`config.mk`:
```
export PLATFORM = sky130hd
export DESIGN_NAME = spi_cpu_bus_arbiter
export DESIGN_NICKNAME = d
export VERILOG_FILES = /design/src/rtl/pet_bus_pkg.sv /design/src/rtl/bus_strobe_timer.sv /design/src/rtl/spi_cpu_bus_arbiter.sv
export SDC_FILE = /design/constraint.sdc
export NUM_CORES = 1
export LEC_CHECK = 0
export ABC_AREA = 0
export CORE_ASPECT_RATIO = 1.25
export CORE_MARGIN = 3
export CORE_UTILIZATION = 42
export DETAILED_ROUTE_END_ITERATION = 7
export GPL_TIMING_DRIVEN = 0
export PLACE_DENSITY = 0.91
export SLEW_MARGIN = 20
export SYNTH_ARGS = -nofsm -noshare
export SYNTH_HDL_FRONTEND = slang
export SYNTH_SLANG_ARGS = --single-unit
```
`constraint.sdc`:
```
create_clock -name clk_i -period 1.95 [get_ports clk_i]
set_input_delay 0.195 -clock clk_i [delete_from_list [all_inputs] [get_ports clk_i]]
set_output_delay 0.195 -clock clk_i [all_outputs]
set_load 0.005 [all_outputs]
```
`src/rtl/pet_bus_pkg.sv`:
```
// Shared types and defaults for the RAM bus arbiter between the CPU bus master and SPI1.
package pet_bus_pkg;

    localparam int PKG_ADDR_WIDTH = 17;
    localparam int PKG_DATA_WIDTH = 8;
    localparam int CNT_W          = 4;

    typedef enum logic [1:0] {
        IDLE   = 2'd0,
        SETUP  = 2'd1,
        STROBE = 2'd2,
        DONE   = 2'd3
    } arb_state_t;

    typedef enum logic {
        REQ_CPU = 1'b0,
        REQ_SPI = 1'b1
    } requester_t;

endpackage

```
`src/rtl/bus_strobe_timer.sv`:
```
// Loadable down-counter that times the RAM strobe window and flags its last cycle.
module bus_strobe_timer
    import pet_bus_pkg::*;
(
    input  logic             clk_i,
    input  logic             reset_i,
    input  logic             load_i,
    input  logic [CNT_W-1:0] load_val_i,
    input  logic             en_i,
    output logic             last_o
);

    logic [CNT_W-1:0] count_q, count_d;

    // NOTE: every variable written here gets a default first, so no path can infer a latch.
    always_comb begin
        count_d = count_q;
        if (load_i) begin
            count_d = load_val_i;
        end else if (en_i && (count_q != '0)) begin
            count_d = count_q - 1'b1;
        end
    end

    // NOTE: non-blocking assignments let every register sample pre-edge values.
    always_ff @(posedge clk_i) begin
        if (reset_i) begin
            count_q <= '0;
        end else begin
            count_q <= count_d;
        end
    end

    assign last_o = (count_q == '0);

endmodule

```
`src/rtl/spi_cpu_bus_arbiter.sv`:
```
// Shares the board RAM bus between the CPU bus master and the SPI1 transaction port.
// Optional SPI anti-starvation streak limit is built when ARB_FAIRNESS_EN is defined.
module spi_cpu_bus_arbiter
    import pet_bus_pkg::*;
#(
    parameter int ADDR_WIDTH     = PKG_ADDR_WIDTH,
    parameter int DATA_WIDTH     = PKG_DATA_WIDTH,
    parameter int ACCESS_CYCLES  = 3,
    parameter int MAX_CPU_STREAK = 4
) (
    input  logic                  clk_i,
    input  logic                  reset_i,
    input  logic                  cpu_req_i,
    input  logic [ADDR_WIDTH-1:0] cpu_addr_i,
    input  logic                  cpu_rw_ni,
    input  logic [DATA_WIDTH-1:0] cpu_data_i,
    output logic [DATA_WIDTH-1:0] cpu_data_o,
    output logic                  cpu_ack_o,
    input  logic                  spi_valid_i,
    input  logic [ADDR_WIDTH-1:0] spi_addr_i,
    input  logic                  spi_rw_ni,
    input  logic [DATA_WIDTH-1:0] spi_data_i,
    output logic [DATA_WIDTH-1:0] spi_data_o,
    output logic                  spi_ready_o,
    output logic [ADDR_WIDTH-1:0] ram_addr_o,
    output logic [DATA_WIDTH-1:0] ram_data_o,
    input  logic [DATA_WIDTH-1:0] ram_data_i,
    output logic                  ram_oe_o,
    output logic                  ram_we_o,
    output logic                  busy_o
);

    if (ACCESS_CYCLES < 1 || ACCESS_CYCLES > 15) begin : g_bad_access_cycles
        $error("ACCESS_CYCLES must be in 1..15");
    end
    if (MAX_CPU_STREAK < 1 || MAX_CPU_STREAK > 15) begin : g_bad_streak
        $error("MAX_CPU_STREAK must be in 1..15");
    end

    localparam logic [CNT_W-1:0] STROBE_LOAD = CNT_W'(ACCESS_CYCLES - 1);

    arb_state_t            state_q, state_d;
    requester_t            winner_q, winner_d;
    logic [ADDR_WIDTH-1:0] addr_q, addr_d;
    logic                  rw_n_q, rw_n_d;
    logic [DATA_WIDTH-1:0] wdata_q, wdata_d;
    logic [DATA_WIDTH-1:0] cpu_rdata_q, cpu_rdata_d;
    logic [DATA_WIDTH-1:0] spi_rdata_q, spi_rdata_d;
    logic                  cpu_armed_q, cpu_armed_d;
    logic                  spi_armed_q, spi_armed_d;

    logic cpu_pend;
    logic spi_pend;
    logic grant_spi;
    logic strobe_last;
    logic cpu_done;
    logic spi_done;

    assign cpu_pend = cpu_req_i & cpu_armed_q;
    assign spi_pend = spi_valid_i & spi_armed_q;
    assign cpu_done = (state_q == DONE) && (winner_q == REQ_CPU);
    assign spi_done = (state_q == DONE) && (winner_q == REQ_SPI);

`ifdef ARB_FAIRNESS_EN
    localparam logic [CNT_W-1:0] STREAK_MAX = CNT_W'(MAX_CPU_STREAK);

    logic [CNT_W-1:0] streak_q, streak_d;

    assign grant_spi = spi_pend && (!cpu_pend || (streak_q == STREAK_MAX));

    // Only CPU grants that leave SPI waiting extend the streak.
    always_comb begin
        streak_d = streak_q;
        if (state_q == IDLE) begin
            if (!spi_pend || grant_spi) begin
                streak_d = '0;
            end else begin
                streak_d = streak_q + 1'b1;
            end
        end
    end

    always_ff @(posedge clk_i) begin
        if (reset_i) begin
            streak_q <= '0;
        end else begin
            streak_q <= streak_d;
        end
    end
`else
    assign grant_spi = spi_pend && !cpu_pend;
`endif

    bus_strobe_timer u_strobe_timer (
        .clk_i      (clk_i),
        .reset_i    (reset_i),
        .load_i     (state_q == SETUP),
        .load_val_i (STROBE_LOAD),
        .en_i       (state_q == STROBE),
        .last_o     (strobe_last)
    );

    always_comb begin
        state_d     = state_q;
        winner_d    = winner_q;
        addr_d      = addr_q;
        rw_n_d      = rw_n_q;
        wdata_d     = wdata_q;
        cpu_rdata_d = cpu_rdata_q;
        spi_rdata_d = spi_rdata_q;

        case (state_q)
            IDLE: begin
                if (cpu_pend || spi_pend) begin
                    state_d = SETUP;
                    if (grant_spi) begin
                        winner_d = REQ_SPI;
                        addr_d   = spi_addr_i;
                        rw_n_d   = spi_rw_ni;
                        wdata_d  = spi_data_i;
                    end else begin
                        winner_d = REQ_CPU;
                        addr_d   = cpu_addr_i;
                        rw_n_d   = cpu_rw_ni;
                        wdata_d  = cpu_data_i;
                    end
                end
            end
            SETUP: begin
                state_d = STROBE;
            end
            STROBE: begin
                if (strobe_last) begin
                    state_d = DONE;
                    // Read data lands straight in the winner's output register so it shows in DONE.
                    if (rw_n_q) begin
                        if (winner_q == REQ_CPU) begin
                            cpu_rdata_d = ram_data_i;
                        end else begin
                            spi_rdata_d = ram_data_i;
                        end
                    end
                end
            end
            DONE: begin
                state_d = IDLE;
            end
            default: begin
                state_d = IDLE;
            end
        endcase
    end

    // A level held high after completion stays disarmed until it drops for a cycle.
    always_comb begin
        cpu_armed_d = cpu_armed_q;
        spi_armed_d = spi_armed_q;
        if (!cpu_req_i) begin
            cpu_armed_d = 1'b1;
        end else if (cpu_done) begin
            cpu_armed_d = 1'b0;
        end
        if (!spi_valid_i) begin
            spi_armed_d = 1'b1;
        end else if (spi_done) begin
            spi_armed_d = 1'b0;
        end
    end

    always_ff @(posedge clk_i) begin
        if (reset_i) begin
            state_q     <= IDLE;
            winner_q    <= REQ_CPU;
            addr_q      <= '0;
            rw_n_q      <= 1'b0;
            wdata_q     <= '0;
            cpu_rdata_q <= '0;
            spi_rdata_q <= '0;
            cpu_armed_q <= 1'b1;
            spi_armed_q <= 1'b1;
        end else begin
            state_q     <= state_d;
            winner_q    <= winner_d;
            addr_q      <= addr_d;
            rw_n_q      <= rw_n_d;
            wdata_q     <= wdata_d;
            cpu_rdata_q <= cpu_rdata_d;
            spi_rdata_q <= spi_rdata_d;
            cpu_armed_q <= cpu_armed_d;
            spi_armed_q <= spi_armed_d;
        end
    end

    assign busy_o      = (state_q != IDLE);
    assign ram_addr_o  = busy_o ? addr_q : '0;
    assign ram_data_o  = (busy_o && !rw_n_q) ? wdata_q : '0;
    assign ram_oe_o    = (state_q == STROBE) && rw_n_q;
    assign ram_we_o    = (state_q == STROBE) && !rw_n_q;
    assign cpu_ack_o   = cpu_done;
    assign spi_ready_o = spi_done;
    assign cpu_data_o  = cpu_rdata_q;
    assign spi_data_o  = spi_rdata_q;

endmodule
```
# Word level (Yosys, flattened, before mapping)
# Cells that the tools add are included.
# W data, S select, Z words.
[totals]
register_bits = 51
input_bits = 64
out_inout_bits = 46
word_cells = 55
[op_classes]
addsub = 1
n_eq_ne = 5
mux = 11
n_bitwise = 5
n_reduce_logical = 22
[op_table]
columns = ["op", "n"]
rows = [
  ["$mux W17", 2],
  ["$mux W8", 2],
  ["$mux W2", 4],
  ["$pmux W2 S4", 1],
  ["$reduce_and A4 Y1", 2],
  ["$logic_and A1 B1 Y1", 7],
  ["$reduce_or A2 Y1", 3],
  ["$eq A2 B2 Y1 const B", 2],
  ["$logic_not A4 Y1", 1],
  ["$ne A2 B2 Y1 const B", 2],
  ["$reduce_and A2 Y1", 2],
  ["$reduce_bool A2 Y1", 2],
  ["$reduce_bool A4 Y1", 1],
  ["$sub A4 B1 Y4 const B", 1],
  ["$not A1 Y1", 3],
  ["$and A1 B1 Y1", 2],
  ["$eq A2 B1 Y1 const B", 1],
  ["$logic_not A1 Y1", 2],
  ["$logic_not A2 Y1", 1],
  ["$mux W1", 2],
  ["$logic_or A1 B1 Y1", 1],
]

# Longest topological paths before layout
# Gate-level depths: netlist (run 1).
[depth]
depth_word = 4
depth_mapped = 7
ltp_nobuf = 5

# Cells and area by module
# Synthesis (run 1) repeated with hierarchy kept, for this count alone.
[unflattened]
cells_unflattened = 323
area_unflattened_um2 = 2648.8
[by_module_without_submodules]
columns = ["module", "n_inst", "cells_per_inst", "area_each_um2", "seq_area_each_um2"]
rows = [
  ["spi_cpu_bus_arbiter", 1, 294, 2386.0, 940.9],
  ["bus_strobe_timer", 1, 29, 262.8, 80.1],
]

# Worst setup path after synthesis (run 1)
# OpenSTA, ideal clock, no wires.
[synth_path]
kind = "register to register"
from = "register u_strobe_timer.count_q[0]"
to = "register cpu_rdata_q[0], in the netlist cpu_data_o[0]"
arrival_time_ns = 1.435
slack_ns = 0.443
stages_incl_launch_ff = 7
path_buffers = 1
path_cell_list = "dfxtp_1 -> inv_1 -> ha_1 -> or3b_4 -> nor3b_2 -> buf_4 -> mux2i_1"
[synth_between]
elab_chain_len = 2
[synth_lines]
columns = ["element", "line", "source"]
rows = [
  ["start, declared", "bus_strobe_timer.sv:13", "logic [CNT_W-1:0] count_q, count_d;"],
  ["start signal, assigned", "bus_strobe_timer.sv:30", "count_q <= count_d;"],
  ["$logic_not A4 Y1", "bus_strobe_timer.sv:34", "assign last_o = (count_q == '0);"],
  ["$reduce_and A4 Y1 (no source line)", "n/a", ""],
  ["end signal, assigned", "spi_cpu_bus_arbiter.sv:187", "cpu_rdata_q <= cpu_rdata_d;"],
  ["end, declared", "spi_cpu_bus_arbiter.sv:47", "logic [DATA_WIDTH-1:0] cpu_rdata_q, cpu_rdata_d;"],
]
# Every way passes these cells.
# A chain may end at the register's enable or synchronous reset.

# Worst setup path in the final report (run 1)
[layout_path]
from = "register state_q[0]"
to = "output port busy_o"
[layout_between]
elab_chain_len = 1
[layout_lines]
columns = ["element", "line", "source"]
rows = [
  ["start, declared", "spi_cpu_bus_arbiter.sv:42", "arb_state_t state_q, state_d;"],
  ["start signal, assigned", "spi_cpu_bus_arbiter.sv:182", "state_q <= state_d;"],
  ["$reduce_bool A2 Y1", "spi_cpu_bus_arbiter.sv:194", "assign busy_o = (state_q != IDLE);"],
  ["end, declared", "spi_cpu_bus_arbiter.sv:30", "output logic busy_o"],
]
# Every way passes these cells.

==> results of run 1 <==
==> what timing repair did <==
| item | in CTS | in global routing |
|---|---|---|
| resized for setup | 32 | 11 |
| pin swaps | 1 | 2 |
| setup buffers | 6 | 1 |
| setup endpoints to repair | 28 | 12 |
| hold endpoints to repair | 0 | 0 |
==> state kept, by name (all words and copies together), names as in the netlist <==
| name | count |
|---|---|
| addr_q | 17 |
| cpu_data_o | 8 |
| spi_data_o | 8 |
| wdata_q | 8 |
| u_strobe_timer.count_q | 4 |
| state_q | 2 |
| cpu_armed_q | 1 |
| rw_n_q | 1 |
| spi_armed_q | 1 |
| winner_q | 1 |
==> cell usage after synthesis, types with 9 or more instances <==
cell type / number / share of area (%)
dfxtp_1: 51 / 40
nand2_1: 28 / 4.2
a21oi_1: 27 / 5.3
a311oi_1: 26 / 9.0
nand3_1: 26 / 5.1
o21ai_0: 25 / 4.9
nor2b_1: 18 / 4.4
mux2i_1: 17 / 6.7
clkbuf_1: 14 / 2.1
and2_1: 12 / 3.0
buf_2: 11 / 2.2
inv_1: 9 / 1.3
==> per-layer routing <==
metal | vias up | track usage, % | wire, um
met5 | - | 0 | 0
met4 | 0 | 4.23 | 55
met3 | 6 | 7.38 | 682
met2 | 132 | 41.0 | 4160
met1 | 1300 | 24.7 | 3120
li1 | 1333 | - | -
==> where the power goes <==
part	switching (uW)	internal [uW]	total [uW]
Combinational	1030	1040	2070
Clock	341	253	593
Sequential	134	1290	1420
==> kinds of logic (layout without fill, tap and decap cells) <==
logic type,after synthesis,after routing
xor gates and xnor gates,1,1
buffers and inverters,36,160
adders and majority gates,5,5
muxes,17,17
AOI/OAI and AO/OA,92,92
DFF,51,51
and+or+nand+nor,98,98
==> worst max-delay path: cells and delay by family, from the launching register on <==
kind	cells	cell delay, ns
buffers and inverters	4	0.86
adder cells (fa/ha/maj)	1	0.16
flip-flops	1	0.35
==> metrics by stage <==
step / setup WS (ns) / cells / area [um^2] / TNS, ns
after floorplan: 0.443 / 300 / 2530 / 0
after global placement: -0.0643 / 475 / 3710 / -0.580
after detailed placement: -0.101 / 475 / 3710 / -1.19
after CTS: 0.0241 / 489 / 3850 / 0
after global routing: -0.00447 / 490 / 3890 / -0.00447
final: 0.0717 / 490 / 3890 / 0
==> area by class of cell <==
type                    count  area share, %
flip-flops and latches     51           26.3
inverters                   9          0.868
clock inverters             1          0.129
plain buffers              27           3.60
well taps                  66           2.12
repair buffers            116           29.1
multi-input cells         213           35.9
clock buffers               7           1.96
==> worst max path at each step <==
stage / start / endpoint / cells after the start
after detailed placement: state_q[0] / ram_data_o[2] / 6
after global routing: state_q[1] / cpu_ack_o / 4
after CTS: state_q[0] / ram_addr_o[16] / 5
after global placement: state_q[0] / ram_data_o[1] / 6
final: state_q[0] / busy_o / 5
after floorplan: u_strobe_timer.count_q[0] / cpu_data_o[0] / 6
==> cells in the final DEF (no fill, tap or decap), drive strengths merged, types with 9 or more instances in the layout <==
cell           instances
a311oi                26
inv                    9
clkbuf                21
buf                   20
and2                  12
dlygate4sd2           18
nand2                 28
dfxtp                 51
mux2i                 17
clkdlybuf4s50         86
a21oi                 28
nand3                 27
nor2b                 18
o21ai                 26
==> impl_metrics.json, run 1 <==
{
  "synthMuxAreaShare_pct": 6.72,
  "multiInputGateArea_mm2": 0.00140,
  "required_ns": 1.75,
  "min_path_cells": 2,
  "synth_compound_area_share_pct": 23.7,
  "arrival_ns": 1.68,
  "synth_xor_xnor_area_share_pct": 0.346,
  "avgViaCountPerCell": 5.66,
  "rr_worst_depth": 5,
  "final-setup-viol-count": 0,
  "clock_path_buffers": 2,
  "synth-edff-count": 0,
  "ios": 110,
  "ys_ff_latch": 51,
  "synth_nets": 369,
  "nets": 492,
  "synthCells": 300,
  "cap_violations": 0,
  "synthToLayoutAreaGrowth_pct": 53.6,
  "yosys_warnings": 0,
  "initial_utilization_pct": 43.5,
  "post-route-min-period_ns": 1.88,
  "cp_max_fo": 4,
  "end_kind": "output port",
  "rows": 31,
  "status": "completed",
  "grt_pass1_vias": 2809,
  "ctsHoldBuffers": 0,
  "postRouteWirelength_um": 8020,
  "finClkSkew_ns": 0.00867,
  "p_total_uw": 4080,
  "slew_violations": 0,
  "drt_iter0_drc": 146,
  "dp_hpwl_um": 5830,
  "die_h_um": 92.8,
  "drtAntennaViolNets": 0,
  "drive_gt1_share_pct": 9.91,
  "p_per_area_mw_per_mm2": 1050,
  "syn_area_mm2": 0.00253,
  "nFillCells": 484,
  "syn_area_per_cell_um2": 8.44,
  "gr-total-overflow": 0,
  "cts-buffers-inserted": 5,
  "whs_ns": 0.466,
  "crit_type": "register to output port",
  "cpPeakStageDelay_ns": 0.55,
  "path_clk_slew_ns": 0.09,
  "grt_usage_pct": 22.5,
  "relSlewSlack_pct": 63.1,
  "hold_viol": 0,
  "antenna_found_initial": 0,
  "finish.utilization_pct": 66.9,
  "r2r_end": "spi_data_o[1]",
  "grt_pass1_wl_um": 12600,
  "gp_congestion": 0.820,
  "core_area_mm2": 0.00582,
  "fmax_mhz": 532,
  "ff2ff_setup_slack_ns": 0.20,
  "period_share_pct": 96.3,
  "hold_end": "cpu_data_o[0]",
  "cp_cell_sequence": "inv_2 > ha_4 > buf_6 > inv_1 > clkdlybuf4s50_1",
  "min_path_type": "register to register",
  "die_x_um": 75.5,
  "cts-root-buf": "clkbuf_8",
  "r2r-start": "u_strobe_timer.count_q[0]",
  "tightest_slew_ns": 0.552,
  "wire_per_inst_um": 16.4,
  "io_buffers": 109,
  "async_flop_share_pct": 0,
  "vias": 2771,
  "grt_max_degree": 15,
  "leakage_uw": 0.00162,
  "seq_area_frac_synth_pct": 40.3,
  "die_area_mm2": 0.00700,
  "drc_errors": 0,
  "htreeDepth": 2,
  "cts_num_sinks": 51,
  "clkLatencyLatePin_ns": 0.30,
  "ff_latch_area_mm2": 0.00102,
  "synth_top_family_by_area": "compound AO/OA/AOI/OAI gates",
  "diodes": 0,
  "vdd_drop_max_mv": 0.640,
  "tritoncts": "built",
  "synthDistinctLibCells": 34,
  "synth_top_flop_cell": "dfxtp_1",
  "cpMaxStageDelayCell": "clkdlybuf4s50_1",
  "synthAdderAreaFrac_pct": 2.47,
  "setup.worst_path.start_class": "register",
  "firstDrtPassIters": 5,
  "synth-simple-area-share_pct": 20.4,
  "min_from": "cpu_data_o[0]"
}
Note: power is estimated with default switching activity, not from simulation.
==> run 2: changes to the inputs <==
Settings changed: CORE_UTILIZATION 42 to 38, PLACE_DENSITY 0.91 to 0.87.
Clock period 1.95 ns to 1.5 ns, I/O delays scaled along.
==> impl_metrics.json, run 2 (same netlist as run 1, synthesis figures left out) <==
{
  "clock_path_buffers": 2,
  "cpPeakStageDelay_ns": 0.37,
  "grt_max_degree": 16,
  "wire_per_inst_um": 17.6,
  "rr_worst_depth": 6,
  "cp_common_cell": "buf_6",
  "die_x_um": 79.0,
  "status": "finished, violations left",
  "rsz0062_at_grt": "true",
  "synthToLayoutAreaGrowth_pct": 72.4,
  "cts-root-buf": "clkbuf_8",
  "setup_ws_ns": -0.188,
  "setup.worst_path.start_class": "register",
  "period_share_pct": 113,
  "end_kind": "output port",
  "tritoncts": "built",
  "drtAntennaViolNets": 0,
  "leakage_uw": 0.00175,
  "min_path_type": "input port to register",
  "hold_viol": 0,
  "post-route-min-period_ns": 1.69,
  "diodes": 0,
  "p_int_uw": 4550,
  "cts-buffers-inserted": 5,
  "stdcell_area_mm2": 0.00437,
  "violations": "setup timing",
  "antenna_found_initial": 0,
  "cap_violations": 0,
  "fmax_mhz": 593,
  "ctsHoldBuffers": 0,
  "dp_hpwl_um": 5950,
  "die_h_um": 97.3,
  "whs_ns": 0.423,
  "vias": 2890,
  "drive_gt1_share_pct": 31.5,
  "layout.cells.most_common": "clkdlybuf4s50_1",
  "final_cell_mix": "79 x clkdlybuf4s50_1, 46 x dfxtp_1, 27 x a21oi_1, 26 x nand3_1, 26 x nand2_1",
  "p_per_area_mw_per_mm2": 1630,
  "r2r-start": "u_strobe_timer.count_q[1]",
  "cts_num_sinks": 51,
  "gp_congestion": 0.831,
  "finClkSkew_ns": 0.0157,
  "min_path_cells": 3,
  "path_clk_slew_ns": 0.11,
  "setup_tns_ns": -4.23,
  "grt_usage_pct": 22.7,
  "rows": 32,
  "vdd_drop_max_mv": 0.740,
  "avgViaCountPerCell": 5.49,
  "cpMaxStageDelayCell": "dfxtp_2",
  "initial_utilization_pct": 40.0,
  "postRouteWirelength_um": 9250,
  "cp_cell_sequence": "inv_4 > ha_4 > buf_6 > buf_6 > clkbuf_16 > nor2b_4 > buf_6",
  "gr-total-overflow": 0,
  "grt_pass1_vias": 2989,
  "nFillCells": 502,
  "seq_power_share_pct": 26.6,
  "largest_reg_flops": 17,
  "htreeDepth": 2,
  "grt_pass1_wl_um": 14400,
  "firstDrtPassIters": 4,
  "netSwitchingPower_uw": 2550,
  "drt_iter0_drc": 253,
  "ios": 110,
  "io_buffers": 109,
  "slew_violations": 0,
  "relSlewSlack_pct": 62.3,
  "drc_errors": 0,
  "nets": 509,
  "finish.utilization_pct": 69.0,
  "die_area_mm2": 0.00769,
  "hold_end": "addr_q[14]",
  "required_ns": 1.35,
  "arrival_ns": 1.54,
  "swShare_pct": 35.9,
  "top_register": "addr_q",
  "place_area_mm2": 0.00373,
  "final-setup-viol-count": 33,
  "p_comb_share_pct": 57.4,
  "crit_type": "register to output port",
  "cp_max_fo": 5,
  "tightest_slew_ns": 0.565,
  "clkLatencyLatePin_ns": 0.31,
  "core_area_mm2": 0.00633,
  "clkPwrFrac_pct": 16.0,
  "r2r_end": "cpu_data_o[2]",
  "min_from": "cpu_addr_i[14]",
  "ff2ff_setup_slack_ns": -0.08
}
run 2: worst max-delay path by stage:
| stage | startpoint | endpoint |
|---|---|---|
| 6_report | state_q[0] | ram_addr_o[9] |
| 2_1_floorplan | u_strobe_timer.count_q[0] | cpu_data_o[0] |
| 3_3_place_gp | state_q[0] | ram_data_o[5] |
| 3_5_place_dp | state_q[0] | ram_data_o[1] |
| 4_1_cts | state_q[0] | ram_data_o[1] |
| 5_1_grt | state_q[0] | ram_addr_o[6] |
run 2: timing repair:
item / CTS / global route
cloned: 2 / 1
setup endpoints to repair: 74 / 72
pin swaps: 11 / 5
setup buffers: 17 / 6
endpoints found under the hold margin: 0 / 0
resized for setup: 186 / 60
run 2: per-layer routing:
layer	up-vias	wire (um)	global-route usage [%]
li1	1372	-	-
met1	1346	3580	26.7
met2	148	4780	39.6
met3	24	671	5.57
met4	0	214	7.41
met5	-	0	0
run 2: layout make-up:
cell class | count | area [um^2] | share of cell area, %
inverters | 9 | 43.8 | 1.00
clock buffers | 6 | 72.6 | 1.66
clock inverters | 2 | 60.1 | 1.38
well taps | 85 | 106 | 2.44
multi-input cells | 213 | 1630 | 37.3
plain buffers | 27 | 216 | 4.96
repair buffers | 133 | 1210 | 27.7
flip-flops and latches | 51 | 1030 | 23.5
run 2: power groups by stage:
stage | Combinational [uW] | Sequential [uW] | Clock [uW]
6_report | 4070 | 1890 | 1130
3_5_place_dp | 2420 | 1870 | 0
4_1_cts | 3380 | 1860 | 1140
3_3_place_gp | 2340 | 1860 | 0
5_1_grt | 4360 | 1920 | 1200
2_1_floorplan | 1390 | 1820 | 0
run 2: through the flow:
stage                     setup slack [ns]  cells  power (uW)
after CTS                           -0.191    521        6370
after detailed placement            -0.569    494        4290
final                               -0.188    526        7100
after floorplan                    0.00403    300        3210
after global routing                -0.248    526        7480
after global placement              -0.456    494        4190
run 2: worst max-delay path: cells and delay by family, from the launching register on:
family / cells / cell delay (ns)
buf+inv: 5 / 0.57
flops: 1 / 0.37
fa+ha+maj: 1 / 0.15
simple gates: 1 / 0.12
